[config.mk]
export PLATFORM = sky130hd
export DESIGN_NAME = fht_io_sched
export DESIGN_NICKNAME = d
export VERILOG_FILES = /design/src/rtl/fht_io_sched.sv
export SDC_FILE = /design/constraint.sdc
export NUM_CORES = 1
export LEC_CHECK = 0
export ABC_AREA = 0
export BUFFER_PORTS_ARGS = -buffer_cell sky130_fd_sc_hd__buf_2
export CORE_MARGIN = 4
export CORE_UTILIZATION = 49
export CTS_CLUSTER_DIAMETER = 30
export DETAILED_ROUTE_END_ITERATION = 7
export PLACE_DENSITY = 0.81
export SETUP_SLACK_MARGIN = 0.05
export SLEW_MARGIN = 20
export SYNTH_ARGS = -nofsm -noshare
export SYNTH_HDL_FRONTEND = slang
export SYNTH_SLANG_ARGS = --single-unit
export TNS_END_PERCENT = 20
[constraint.sdc]
create_clock -name iCLK_2 -period 2.89 [get_ports iCLK_2]
set_clock_uncertainty 0.15 [all_clocks]
set_input_delay 0.1445 -clock iCLK_2 [delete_from_list [all_inputs] [get_ports iCLK_2]]
set_output_delay 0.1445 -clock iCLK_2 [all_outputs]
set_load 0.01 [all_outputs]
[src/rtl/fht_io_sched.sv]
`timescale 1ns/1ps
// fht_io_sched: frame sequencer and set-A RAM-port arbiter around the FHT engine.
// Loads one frame of N = 4*2^A_BIT samples into the four set-A banks, starts the
// engine, waits for it to finish, then streams the result back out through a
// 2-entry output FIFO under a credit rule that cannot overflow.
module fht_io_sched #(
  parameter int A_BIT    = 8,
  parameter int D_BIT    = 16,
  parameter int START_TO = 4
) (
  input  logic               iCLK_2,
  input  logic               iRESET,
  input  logic               iIN_VALID,
  input  logic [D_BIT-1:0]   iIN_DATA,
  output logic               oIN_READY,
  output logic               oOUT_VALID,
  output logic [D_BIT-1:0]   oOUT_DATA,
  input  logic               iOUT_READY,
  output logic [3:0]         oBANK_WE,
  output logic               oBANK_RD,
  output logic [A_BIT-1:0]   oBANK_ADDR,
  output logic [D_BIT-1:0]   oBANK_WDATA,
  input  logic [4*D_BIT-1:0] iBANK_RDATA,
  output logic               oOWN_IO,
  output logic               oFHT_START,
  input  logic               iFHT_RDY,
  input  logic               iFLUSH,
  output logic               oBUSY,
  output logic               oFRAME_DONE,
  output logic               oERR
);

  localparam int            IW       = A_BIT + 2;
  localparam logic [IW-1:0] LAST_IDX = '1;  // N-1
  localparam int            TW       = (START_TO > 1) ? $clog2(START_TO) : 1;

  typedef enum logic [2:0] {
    S_IDLE, S_LOAD, S_START, S_WAIT_BUSY, S_RUN, S_UNLOAD, S_DRAIN
  } state_t;

  state_t           state, state_next;
  logic [IW-1:0]    idx;           // sample index: bank = idx[1:0], address = idx[IW-1:2]
  logic [TW-1:0]    tcnt;          // cycles spent in WAIT_BUSY
  logic             err;
  logic             blk;           // engine still finishing a flushed frame
  logic             out_of_reset;  // keeps oIN_READY low while reset is asserted

  logic             rd_pend;       // read issued last cycle, data on iBANK_RDATA now
  logic [1:0]       rd_lane;
  logic [D_BIT-1:0] fifo_mem [2];
  logic             wr_ptr, rd_ptr;
  logic [1:0]       fifo_cnt;

  logic             own_io, in_ready, accept, rd_issue, push, pop, timeout, frame_done;
  logic [1:0]       used;
  logic [D_BIT-1:0] rd_word;

  assign rd_word = iBANK_RDATA[rd_lane*D_BIT +: D_BIT];

  // Next-state logic plus the handshake, ownership and credit decisions of the current state.
  always_comb begin
    // NOTE: every signal driven here gets a default first so no path can infer a latch.
    state_next = state;
    pop        = (fifo_cnt != 2'd0) && iOUT_READY;
    push       = rd_pend;
    // Credits held after this cycle's pop: an entry leaving now frees room for a new read.
    used       = fifo_cnt + {1'b0, rd_pend} - {1'b0, pop};
    in_ready   = out_of_reset && !blk && (state == S_IDLE || state == S_LOAD);
    accept     = iIN_VALID && in_ready && !iFLUSH;
    own_io     = !(state == S_START || state == S_WAIT_BUSY || (state == S_RUN && !iFHT_RDY));
    rd_issue   = (state == S_UNLOAD) && !iFLUSH && (used < 2'd2);
    frame_done = (state == S_DRAIN) && !iFLUSH && (fifo_cnt == 2'd0) && !rd_pend;
    timeout    = (state == S_WAIT_BUSY) && !iFLUSH && iFHT_RDY && (tcnt == TW'(START_TO - 1));

    unique case (state)
      S_IDLE:      if (accept) state_next = S_LOAD;
      S_LOAD:      if (accept && idx == LAST_IDX) state_next = S_START;
      S_START:     state_next = S_WAIT_BUSY;
      S_WAIT_BUSY: begin
        if (!iFHT_RDY)    state_next = S_RUN;
        else if (timeout) state_next = S_IDLE;
      end
      S_RUN:       if (iFHT_RDY) state_next = S_UNLOAD;
      S_UNLOAD:    if (rd_issue && idx == LAST_IDX) state_next = S_DRAIN;
      S_DRAIN:     if (frame_done) state_next = S_IDLE;
      default:     state_next = S_IDLE;
    endcase

    if (iFLUSH) state_next = S_IDLE;
  end

  // FSM state register.
  always_ff @(posedge iCLK_2 or negedge iRESET) begin
    // NOTE: sequential state uses non-blocking assignments so every flop samples pre-edge values.
    if (!iRESET) state <= S_IDLE;
    else         state <= state_next;
  end

  // Frame index, start-timeout counter, sticky error and post-flush load block.
  always_ff @(posedge iCLK_2 or negedge iRESET) begin
    if (!iRESET) begin
      idx          <= '0;
      tcnt         <= '0;
      err          <= 1'b0;
      blk          <= 1'b0;
      out_of_reset <= 1'b0;
    end else begin
      out_of_reset <= 1'b1;
      if (iFLUSH)                   idx <= '0;
      else if (accept || rd_issue)  idx <= idx + IW'(1);
      tcnt <= (state == S_WAIT_BUSY) ? tcnt + TW'(1) : '0;
      if (timeout) err <= 1'b1;
      if (iFLUSH && (state == S_WAIT_BUSY || state == S_RUN)) blk <= 1'b1;
      else if (iFHT_RDY)                                      blk <= 1'b0;
    end
  end

  // Read-return tracking and output FIFO pointers/occupancy.
  always_ff @(posedge iCLK_2 or negedge iRESET) begin
    if (!iRESET) begin
      rd_pend  <= 1'b0;
      rd_lane  <= 2'd0;
      wr_ptr   <= 1'b0;
      rd_ptr   <= 1'b0;
      fifo_cnt <= 2'd0;
    end else if (iFLUSH) begin
      rd_pend  <= 1'b0;
      wr_ptr   <= 1'b0;
      rd_ptr   <= 1'b0;
      fifo_cnt <= 2'd0;
    end else begin
      rd_pend <= rd_issue;
      if (rd_issue) rd_lane <= idx[1:0];
      if (push)     wr_ptr  <= ~wr_ptr;
      if (pop)      rd_ptr  <= ~rd_ptr;
      unique case ({push, pop})
        2'b10:   fifo_cnt <= fifo_cnt + 2'd1;
        2'b01:   fifo_cnt <= fifo_cnt - 2'd1;
        default: fifo_cnt <= fifo_cnt;
      endcase
    end
  end

  // FIFO storage: captures the selected bank lane one cycle after each read.
  always_ff @(posedge iCLK_2) begin
    // NOTE: storage is not reset; occupancy is, and the head is masked while the FIFO is empty.
    if (push) fifo_mem[wr_ptr] <= rd_word;
  end

  assign oIN_READY   = in_ready;
  assign oBANK_WE    = (accept && own_io) ? (4'b0001 << idx[1:0]) : 4'b0000;
  assign oBANK_RD    = rd_issue && own_io;
  assign oBANK_ADDR  = own_io ? idx[IW-1:2] : '0;
  assign oBANK_WDATA = accept ? iIN_DATA : '0;
  assign oOWN_IO     = own_io;
  assign oFHT_START  = (state == S_START) && !iFLUSH;
  assign oBUSY       = (state != S_IDLE);
  assign oFRAME_DONE = frame_done;
  assign oERR        = err;
  assign oOUT_VALID  = (fifo_cnt != 2'd0);
  assign oOUT_DATA   = oOUT_VALID ? fifo_mem[rd_ptr] : '0;

endmodule

; Yosys cells after proc, flatten, opt, wreduce, memory -nomap -nowiden
; Memory sizes are Yosys's and may differ from the RTL's.
; Index checks and enable logic that the tools add are counted.
[word_totals]
ff_bits = 25
mem_bits_rw = 32
output_inout_bits = 52
word_cells = 108
memories = 1
[op_classes]
addsub = 6
n_lt_le_gt_ge = 1
eq_ne = 16
shifts = 2
mux = 27
bitwise_logic = 3
reduce_logical = 41
[memory_table]
columns = memory, depth, word_bits, read_ports, rd_ports_with_merged_regs, wr, line_no
row1 = fifo_mem, 2, 16, 1, 0, 1, 50  ; logic [D_BIT-1:0] fifo_mem [2];
[op_table]
columns = op, count
row1 = variable part select 64 x 7 -> 16 bit, 1
row2 = 2-to-1 mux 16 bit, 2
row3 = 2-to-1 mux 3 bit, 8
row4 = case mux 3 bit (7 select lines), 1
row5 = logical AND 1 bit, 20
row6 = 2-to-1 mux 10 bit, 2
row7 = "adder 10 x 1 -> 10 bit, second input constant", 1
row8 = "== test 10 bit, second input constant", 1
row9 = nonzero test 2 bit, 5
row10 = "== test 3 bit, second input constant", 3
row11 = 2-to-1 mux 1 bit, 9
row12 = "!= test 3 bit, second input constant", 3
row13 = 2-to-1 mux 8 bit, 1
row14 = "== test 3 x 2 -> 1 bit, second input constant", 2
row15 = "!= test 3 x 2 -> 1 bit, second input constant", 2
row16 = AND reduction 6 bit, 1
row17 = nonzero test 3 bit, 2
row18 = logical NOT 1 bit, 5
row19 = logical OR 1 bit, 5
row20 = "adder 2 x 1 -> 2 bit, second input constant", 2
row21 = "== test 2 bit, second input constant", 2
row22 = 2-to-1 mux 2 bit, 2
row23 = 2-to-1 mux 4 bit, 1
row24 = "!= test 4 bit, second input constant", 1
row25 = 12 further kinds, 14

; Logic depth before layout (Yosys ltp)
; Gate-level depths: netlist of run 1.
[logic_depth]
word_depth = 9
ltp_mapped = 9
ltp_nobuf = 8

; Worst setup path after synthesis of run 1
; OpenSTA, ideal clock, no wires.
[synth_timing]
path_type = register to register
start = reg fifo_cnt[0]
end = reg idx[5]
setup_time_ns = 0.125
t_arrival_ns = 2.340
t_required_ns = 2.615
path_slack_ns = 0.275
stages_incl_launch_ff = 9
n_path_buf = 1
period_less_slack_ns = 2.615
cell_sequence = dfrtp_1 -> buf_2 -> o21ai_0 -> ha_1 -> nand2b_1 -> a32oi_2 -> o21ai_2 -> o32ai_1 -> mux2_2
[synth_between]
elab_chain_cells = 7
word_cells_on_any_way = 8
classes_between = 2 x add/sub / 1 x order compare / 5 x reduce/logical
[synth_rtl]
columns = element, line_no
row1 = from (decl), 52  ; logic [1:0] fifo_cnt;
row2 = from (signal assigned), 137  ; 2'b10: fifo_cnt <= fifo_cnt + 2'd1;
row3 = from (signal assigned), 138  ; 2'b01: fifo_cnt <= fifo_cnt - 2'd1;
row4 = from (signal assigned), 139  ; default: fifo_cnt <= fifo_cnt;
row5 = branches (longest 2 deep; another with adder 2 x 1 -> 2 bit), n/a
row6 = subtractor 2 x 1 -> 2 bit (*), 67  ; used = fifo_cnt + {1'b0, rd_pend} - {1'b0, pop};
row7 = < comparator 2 bit (*), 71  ; rd_issue = (state == S_UNLOAD) && !iFLUSH && (used < 2'd2);
row8 = logical AND 1 bit (*), 71
row9 = logical OR 1 bit (*), 110  ; else if (accept || rd_issue) idx <= idx + IW'(1);
row10 = nonzero test 2 bit (no line) (*), n/a
row11 = to (signal assigned), 110
row12 = to (decl), 42  ; logic [IW-1:0] idx;
; Every way passes the cells marked *.
; A chain may end at the register's enable or synchronous reset.

; Worst setup path after layout of run 1
; Same ends and word-level chain as after synthesis.

==> results of run 1 <==
worst reg2reg max path, delay by kind of cell (launching register included):
kind,cells,cell delay (ns)
multiplexers,1,0.36
AO/OA/AOI/OAI,4,1.02
AND/OR/NAND/NOR,1,0.17
flip-flops,1,0.46
adder cells (fa/ha/maj),1,0.31
kinds of logic after synthesis:
| kind of cell | count (synthesis) | synth area share |
|---|---|---|
| AOI/OAI and AO/OA | 33 | 0.0682 |
| xor gates and xnor gates | 4 | 0.0125 |
| adders and majority gates | 6 | 0.0221 |
| buffers and inverters | 31 | 0.0431 |
| DFF | 57 | 0.467 |
| muxes | 39 | 0.176 |
| other | 1 | 0.00110 |
| and+or+nand+nor | 130 | 0.209 |
stage by stage:
step	hold WS, ns	instance area (µm²)	utilization	setup WS (ns)	cells
6_report	0.0674	4390	0.650	0.308	523
4_1_cts	0.0535	4390	0.650	0.205	523
3_5_place_dp	0.0406	4130	0.611	0.219	505
5_1_grt	0.0626	4390	0.650	0.157	523
2_1_floorplan	-0.301	3390	-	0.275	301
3_3_place_gp	0.0282	4130	0.611	0.358	505
state kept, by name, summed over array words and instances (netlist names), 2 cells and up:
register / cells
tcnt: 2
fifo_mem: 32
fifo_cnt: 2
rd_lane: 2
state: 3
idx: 10
where the power goes:
| group | internal, µW | switching, µW |
|---|---|---|
| Clock | 572 | 322 |
| Combinational | 133 | 110 |
| Sequential | 882 | 22.0 |
| Total | 1590 | 453 |
cell usage after synthesis, drive strengths merged:
cell type,number
and2,32
edfxtp,32
o22ai,2
a41oi,1
nor2,37
conb,1
nand2b,5
nand4b,2
buf,10
nor3b,4
mux4,16
a22oi,1
inv,12
nand4,3
or4,1
o32ai,2
a32oi,1
and4,1
nor4b,1
mux2i,17
nand3b,1
a311o,1
clkbuf,9
o211ai,1
nor2b,8
and3,3
a21o,1
a21oi,8
o31ai,2
o21ai,11
xnor2,2
xor2,2
o21a,1
or3,1
o31a,1
nand2,15
mux2,6
nor3,6
ha,6
dfrtp,25
nand3,10
final cells by class:
| type | count | area (µm²) | area share |
|---|---|---|---|
| Clock buffer | 9 | 124 | 0.0282 |
| Clock inverter | 7 | 119 | 0.0271 |
| Inverter | 12 | 47.5 | 0.0108 |
| Multi-Input combinational cell | 213 | 1660 | 0.379 |
| Sequential cell | 57 | 1590 | 0.361 |
| Tap cell | 80 | 100 | 0.0228 |
| Timing Repair Buffer | 145 | 751 | 0.171 |
worst paths after layout:
| check | startpoint | endpoint | slack [ns] |
|---|---|---|---|
| max | fifo_cnt[0] | idx[5] | 0.31 |
| min | iBANK_RDATA[11] | fifo_mem[1][11] | 0.07 |
| max reg2reg | fifo_cnt[0] | idx[5] | 0.31 |
| min reg2reg | tcnt[0] | tcnt[0] | 0.29 |
| max in group asynchronous | iRESET | wr_ptr | 1.99 |
| min in group asynchronous | iRESET | idx[9] | 0.20 |
placed cells by master (no fill, tap or decap), drive strengths merged, types with 2 or more instances in the layout:
cell type / netlist / final
buf: 10 / 143
nor2: 37 / 37
and2: 32 / 32
edfxtp: 32 / 32
dfrtp: 25 / 25
mux2i: 17 / 17
mux4: 16 / 16
nand2: 15 / 15
inv: 12 / 12
o21ai: 11 / 11
nand3: 10 / 10
clkbuf: 9 / 9
nor2b: 8 / 8
a21oi: 8 / 8
ha: 6 / 6
nor3: 6 / 6
mux2: 6 / 6
nand2b: 5 / 5
nor3b: 4 / 4
and3: 3 / 3
nand4: 3 / 3
bufinv: 0 / 3
clkinv: 0 / 3
o32ai: 2 / 2
o22ai: 2 / 2
o31ai: 2 / 2
xor2: 2 / 2
nand4b: 2 / 2
dlygate4sd3: 0 / 2
xnor2: 2 / 2
routing by layer:
metal | GRT usage | vias up
met5 | 0 | -
met4 | 0.0741 | 0
met3 | 0.0464 | 9
met2 | 0.343 | 97
met1 | 0.254 | 1345
li1 | - | 1358
timing repair:
| action | in CTS | in global routing |
|---|---|---|
| endpoints found under the setup margin | 0 | 1 |
| hold buffers | 2 | 0 |
| buffers inserted | 0 | 0 |
| resized for setup | 0 | 1 |
| endpoints found under the hold margin | 28 | 0 |
==> metrics.txt, run 1 <==
status=finished, final reports clean; Setup TNS=0 ns; register area share after synthesis=0.467; CP required=2.96 ns; ANT cells=0; Crit Path Class=reg2reg; final setup vio count=0; Setup crit start kind=register; Cell Pwr Density=465 mW/mm²; fin nets=between 500 and 600; dpl hpwl=slightly above 6000 µm; crit-path cells=o21ai_1 > ha_1 > nand2b_1 > a32oi_2 > o21ai_2 > o32ai_1 > mux2_2; CTS max path bufs=2; via count=between 2000 and 3000; Initial Util=0.502; Die X=91.2 µm; met3 wire length=502 µm; top cell type by total area after synthesis=edfxtp_1; Remaining Overflow, GRT=0; antenna violations before repair=0; Final Max Slew Viols=0; share of the synthesized area in the top cell type=0.283; reg2reg path depth=7; delay of the slowest critical-path stage=0.46 ns; Post-Route WL=8230 µm; Final ANT Viol Nets=0; total global-route track usage=0.203; Pre-antenna DRT Iters=4; fin crit period=2.58 ns; Syn-to-layout area delta=29.3%; Syn. warnings=0; # H-tree levels=3; die area=0.00832 mm²; CP arrival=2.65 ns; average cell area after synthesis=11.3 µm²; final hold vios=0; synth top area cells=edfxtp_1, dfrtp_1, mux4_2; Pwr Total=2040 µW; fillers=550; clock root buffer master=clkbuf_8; clk slew on worst S/H paths=0.07 ns; share of layout cells above drive strength 1=0.424; max_cap viols=0; initial DRC count=124; vias per cell=5.37; nature of the critical path endpoint=register; Max Clock Freq=0.387 GHz; DR WL met2=around 4200 µm; met1 WL=3460 µm; uppermost layer routed=met4; number of global-route vias before repair=2834; Final Cycle Share=0.893; Post-Syn Nets=393; global-route wire length before repair=13600 µm; Final Wtd Congestion=0.832; IO Port Bufs=137; peak supply drop=0.289 mV; DRC errors left=0; Yosys cell types=51; cells after synthesis=~300; Crit-path slowest cell=dfrtp_1; cell area after synthesis=0.00339 mm²; Worst path depth=7; # rows=30; TritonCTS clock tree=done; WHS Path Cells=2; average wire per standard cell=~16 µm; largest net degree at the start of global routing=34; synthesized flop and latch total=57; actual slew at the worst max-slew pin=0.954 ns; cts bufs inserted=9; Critical Path Fanout Max=8; DIE HEIGHT=91.2 µm; Hold WC Path Type=in2reg; RSZ-0062 raised after global routing=no; I/O pin total=138; buffers plus inverters on the worst setup path=0; Core Box Area=around 0.0068 mm²; Static Leak=0.00200 µW; CP top delay family=compound AO/OA/AOI/OAI gates; Clk Latency, worst-skew pair=0.33 ns; worst relative slew slack=0.364; CTS sink count=57
Note: power is estimated with default switching activity, not from simulation.
==> run 2, diff against run 1 <==
--- a/config.mk
+++ b/config.mk
@@ -8,10 +8,12 @@
 export ABC_AREA = 0
 export BUFFER_PORTS_ARGS = -buffer_cell sky130_fd_sc_hd__buf_2
 export CORE_MARGIN = 4
-export CORE_UTILIZATION = 49
+export CORE_UTILIZATION = 50
+export CTS_BUF_LIST = sky130_fd_sc_hd__clkbuf_4
 export CTS_CLUSTER_DIAMETER = 30
 export DETAILED_ROUTE_END_ITERATION = 7
-export PLACE_DENSITY = 0.81
+export PLACE_DENSITY = 0.82
+export RECOVER_POWER = 25
 export SETUP_SLACK_MARGIN = 0.05
 export SLEW_MARGIN = 20
 export SYNTH_ARGS = -nofsm -noshare
==> run 2 against run 1 <==
Sequential power hardly changed; sequential share of layout area increased by 0.94 points; core utilization increased by 1.3 points; via count shrank 0.50%.
==> metrics.txt, run 2 (synthesis results as in run 1) <==
largest net degree at the start of global routing=33 (-2.9%); average wire per standard cell=15.8 µm (about the same); IO Port Bufs=137 (unchanged); Hold WC Path Type=in2reg; hold_ws=0.0250 ns (-0.0424 ns); Pwr Total=1720 µW (-16%); Final Wtd Congestion=0.807 (-3.1%); antenna violations before repair=0 (unchanged); # H-tree levels=3 (unchanged); Max Clock Freq=0.378 GHz (-2.5%); nature of the critical path endpoint=output port; placed cells=502 (-0.59%); die area=0.00817 mm² (-1.8%); worst r2r src=fifo_cnt[0]; RSZ-0062 raised after global routing=no; initial DRC count=134 (+8.1%); number of global-route vias before repair=2840 (+0.21%); ANT cells=0 (unchanged); fin cells=520 (-0.57%); delay of the slowest critical-path stage=0.47 ns (about the same); dpl hpwl=6180 µm (+0.23%); Crit Path Class=reg2out; Static Leak=0.00194 µW (-2.8%); Cell Pwr Density=401 mW/mm² (-14%); fin crit period=2.65 ns (+0.0650 ns); final setup vio count=0 (unchanged); actual slew at the worst max-slew pin=1.44 ns (+0.485 ns); Gate power share=0.140 (+0.021); cts bufs inserted=9 (unchanged); I/O pin total=138 (unchanged); CP arrival=2.35 ns (-0.30 ns); final hold vios=0 (unchanged); total global-route track usage=0.200 (-0.00245); DRC errors left=0 (unchanged); sw frac=0.256 (+0.0338); status=finished, final reports clean; Clk Latency, worst-skew pair=0.38 ns (+0.05 ns); CTS max path bufs=2 (unchanged); Largest regs=fifo_mem: 32 flops, idx: 10 flops, state: 3 flops; Clock Power Share=0.331 (-0.107); Crit-path slowest cell=dfrtp_1; CP required=2.60 ns (-0.36 ns); Pre-antenna DRT Iters=6 (+2); TritonCTS clock tree=done; vias per cell=5.38 (about the same); most frequent cells in the layout=buf_2, nor2_1, and2_1, edfxtp_1, dfrtp_1; CTS sink count=57 (unchanged); commonest non-fill, non-tap cell in the layout=buf_2; Final Cycle Share=0.916 (+0.0225); # rows=29 (-3.3%); Final Max Slew Viols=0 (unchanged); Critical Path Fanout Max=10 (+2); fin nets=530 (unchanged); Final ANT Viol Nets=0 (unchanged); internal power=1280 µW (-20%); worst relative slew slack=0.0408 (-0.323); max FFs per register=32 (unchanged); Setup TNS=0 ns (unchanged); via count=2795 (-0.50%); net switching power=439 µW (-3.1%); Syn-to-layout area delta=26.0%; clock root buffer master=clkbuf_4; Post-Route WL=8190 µm (-0.50%); Hold Crit Start=iBANK_RDATA[46]; Biggest register=fifo_mem; max_cap viols=0 (unchanged); critical path startpoint=fifo_cnt[0]; clk slew on worst S/H paths=0.11 ns (+0.04 ns); share of layout cells above drive strength 1=0.420 (-0.00451); share of power burned in registers=0.528 (+0.085); Setup crit start kind=register; Initial Util=0.526 (+0.0232); Die X=90.4 µm (-0.92%); fillers=532 (-3.3%); crit-path cells=o21ai_1 > ha_1 > nand2b_1 > a32oi_2 > o211ai_4 > inv_4 > buf_2; peak supply drop=0.207 mV (-28%); global-route wire length before repair=13400 µm (-1.8%); Remaining Overflow, GRT=0 (unchanged); DIE HEIGHT=90.4 µm (-0.92%); Core Box Area=0.00646 mm² (-4.4%)
==> run 2: cell types whose count changed in the layout (fill, tap and decap cells not counted) <==
cell,previous run,this run
buf_2,137,135
buf_4,6,5
bufinv_16,3,1
clkbuf_1,0,3
clkbuf_4,0,9
clkbuf_8,9,0
clkinv_2,0,1
clkinvlp_4,1,2
nor2_1,37,36
nor2_2,0,1
==> run 2: stage by stage <==
step	instance area (µm²)	setup slack (ns)	utilization
2_1_floorplan	3390	0.275	-
3_3_place_gp	4120	0.358	0.638
3_5_place_dp	4120	0.267	0.638
4_1_cts	4280	0.168	0.663
5_1_grt	4280	0.0787	0.662
6_report	4280	0.243	0.662
==> run 2: worst paths after layout <==
kind,slack (ns),to,depth (start not counted)
max in group asynchronous,1.27,rd_ptr,2
min reg2reg,0.29,tcnt[0],1
max,0.24,oBANK_RD,7
min,0.02,fifo_mem[0][14],2
min in group asynchronous,0.47,idx[5],2
max reg2reg,0.31,idx[5],7
==> run 2: cell type report <==
cell class              count  area [µm²]  share of cell area
inverters                  12        47.5              0.0111
repair buffers            145         744               0.174
flip-flops and latches     57        1590               0.371
well taps                  77        96.3              0.0225
clock inverters             7        71.3              0.0167
clock buffers               9        67.6              0.0158
multi-input cells         213        1660               0.389
==> run 2: power by group through the flow <==
stage	Sequential (µW)	Combinational [µW]	Clock (µW)
2_1_floorplan	903	153	0
3_3_place_gp	923	229	0
3_5_place_dp	924	238	0
4_1_cts	906	241	579
5_1_grt	909	265	614
6_report	906	241	568
==> run 2: timing repair <==
action                                 CTS  global route
buffers inserted                         0             0
hold buffers                             2             0
setup endpoints to repair                0            21
gates resized for setup                  0             2
endpoints found under the hold margin   28             0
==> run 2: critical path, delay by kind of cell (launching register included) <==
family,cells,cell delay (ns)
buffers and inverters,2,0.28
flip-flops,1,0.47
AO/OA/AOI/OAI,3,0.72
adder cells (fa/ha/maj),1,0.30
AND/OR/NAND/NOR,1,0.20
==> run 2: per-layer routing <==
layer  global-route usage  share of wire  vias up  routed length [µm]
met5                    0              0        -                   0
met1                0.250           0.40     1298                3280
met2                0.349           0.51      125                4220
li1                     -              -     1359                   -
met3               0.0467          0.068       13                 557
met4               0.0548          0.017        0                 138
==> run 3, diff against run 2 <==
==> constraint.sdc (replaced) <==
create_clock -name iCLK_2 -period 2.64 [get_ports iCLK_2]
set_clock_uncertainty 0.15 [all_clocks]
set_input_delay 0.396 -clock iCLK_2 [delete_from_list [all_inputs] [get_ports iCLK_2]]
set_output_delay 0.396 -clock iCLK_2 [all_outputs]
set_load 0.01 [all_outputs]
==> run 3 against run 2 <==
Via count increased by 2.9%; power increased by 18%; first-iteration DRC count decreased by 12%; critical endpoint unchanged; largest power group unchanged; highest routed layer unchanged.
==> metrics.txt, run 3 (synthesis results as in run 1) <==
Largest regs=fifo_mem: 32 flops, idx: 10 flops, state: 3 flops; ANT cells=0 (unchanged); die area=0.00817 mm² (unchanged); placed cells=506 (+0.80%); dpl cell area=0.00417 mm² (+1.0%); fillers=477 (-10%); Hold WC Path Type=in2reg; Max Clock Freq=0.397 GHz; Remaining Overflow, GRT=0 (unchanged); Pre-antenna DRT Iters=4 (-2); TritonCTS clock tree=done; most frequent cells in the layout=buf_2, nor2_1, and2_1, edfxtp_1, dfrtp_1; Multi-input gate area=0.00168 mm² (+1.1%); sw frac=0.252 (-0.00375); Setup crit start kind=register; global-route wire length before repair=13600 µm (+1.6%); share of power burned in registers=0.491 (-0.037); internal power=1510 µW (+19%); Final Wtd Congestion=0.791 (-2.0%); Cell Pwr Density=454 mW/mm² (+13%); Register Area=0.00159 mm² (about the same); status=finished, final reports clean; via count=2877 (+2.9%); Syn-to-layout area delta=31.4%; share of layout cells above drive strength 1=0.452 (+0.0321); # rows=29 (unchanged); fin cells=535 (+2.9%); Clk Latency, worst-skew pair=0.40 ns (+0.02 ns); peak supply drop=0.382 mV (+84%); commonest non-fill, non-tap cell in the layout=buf_2; number of global-route vias before repair=2900 (+2.1%); Biggest register=fifo_mem; Final Cycle Share=0.953; Clock Power Share=0.373 (+0.042); CTS sink count=57 (unchanged); DIE HEIGHT=90.4 µm (unchanged); Static Leak=0.00204 µW (+5.2%); vias per cell=5.38 (about the same); IO Port Bufs=137 (unchanged); total global-route track usage=0.204 (+0.00354); DRC errors left=0 (unchanged); CTS max path bufs=2 (unchanged); CP required=2.09 ns (-0.51 ns); Crit Path Class=reg2out; nature of the critical path endpoint=output port; WHS Path Cells=2 (unchanged); Setup TNS=0 ns (unchanged); Post-Route WL=8330 µm (+1.6%); clk slew on worst S/H paths=0.10 ns (about the same); CP arrival=1.97 ns (-0.38 ns); hold_ws=0.0723 ns (+0.0473 ns); Final Max Slew Viols=0 (unchanged); Gate power share=0.136 (-0.004); Initial Util=0.526 (unchanged); max_cap viols=0 (unchanged); reg2reg path depth=8 (+1); worst relative slew slack=0.0466 (+0.00576); net switching power=511 µW (+16%); clock root buffer master=clkbuf_4; antenna violations before repair=0 (unchanged); actual slew at the worst max-slew pin=1.43 ns (-0.00864 ns); dpl hpwl=6170 µm (-0.18%); initial DRC count=118 (-12%); Final ANT Viol Nets=0 (unchanged); final setup vio count=0 (unchanged); average wire per standard cell=15.6 µm (-1.2%); I/O pin total=138 (unchanged); Die X=90.4 µm (unchanged); design area=0.00446 mm² (+4.3%); fin nets=545 (+2.8%); RSZ-0062 raised after global routing=yes; # H-tree levels=3 (unchanged); max FFs per register=32 (unchanged); Core Box Area=0.00646 mm² (unchanged); fin crit period=about 2.5 ns; cts bufs inserted=9 (unchanged); largest net degree at the start of global routing=26 (-21%); final hold vios=0 (unchanged); Critical Path Fanout Max=7 (-3)
run 3: per-stage QoR:
| step | utilization | setup slack, ns | total power (µW) |
|---|---|---|---|
| 2_1_floorplan | - | 0.132 | 1160 |
| 3_3_place_gp | 0.645 | 0.153 | 1270 |
| 3_5_place_dp | 0.645 | 0.0699 | 1280 |
| 4_1_cts | 0.682 | 0.0535 | 2030 |
| 5_1_grt | 0.691 | 0.0139 | 2120 |
| 6_report | 0.691 | 0.124 | 2030 |
run 3: layout make-up:
class,count,share of cell area
inverter,12,0.0107
clock inverter,7,0.0233
clock buffer,9,0.0151
timing repair buffer,160,0.196
sequential,57,0.356
multi-input combinational,213,0.377
tap,77,0.0216
run 3: path summary, 6_finish.rpt:
kind,from,endpoint,slack [ns]
max in group asynchronous,iRESET,state[1],0.70
worst min-delay path,iFHT_RDY,blk,0.07
worst max register to register,fifo_cnt[0],idx[5],0.21
min in group asynchronous,iRESET,out_of_reset,0.69
worst max-delay path,state[1],oBANK_RD,0.12
worst min register to register,tcnt[0],tcnt[0],0.31
run 3: power by group through the flow:
stage               Sequential [µW]  Clock (µW)  Combinational, µW
floorplan                       989           0                168
global placement               1010           0                255
detailed placement             1010           0                265
CTS                             994         767                268
global route                    997         816                304
finish                          994         756                275
run 3: what timing repair did:
| action | CTS | global route |
|---|---|---|
| hold buffers | 1 | 0 |
| setup buffers | 5 | 7 |
| gates resized for setup | 3 | 5 |
| hold endpoints to repair | 25 | 0 |
| endpoints found under the setup margin | 1 | 29 |
| pin swaps | 3 | 5 |
run 3: critical path, cell delays in order, from the launching register on:
cell,delay [ns]
dfrtp_2,0.48
buf_4,0.16
nand2b_1,0.19
nor3_2,0.39
o211ai_4,0.16
inv_4,0.09
buf_6,0.10
run 3: per-layer routing:
layer	track usage	vias to the layer above	routed length, µm	share of wire
met1	0.240	1362	3320	0.40
li1	-	1384	-	-
met4	0.0497	0	137	0.016
met3	0.0633	13	646	0.078
met2	0.363	118	4220	0.51
met5	0	-	0	0
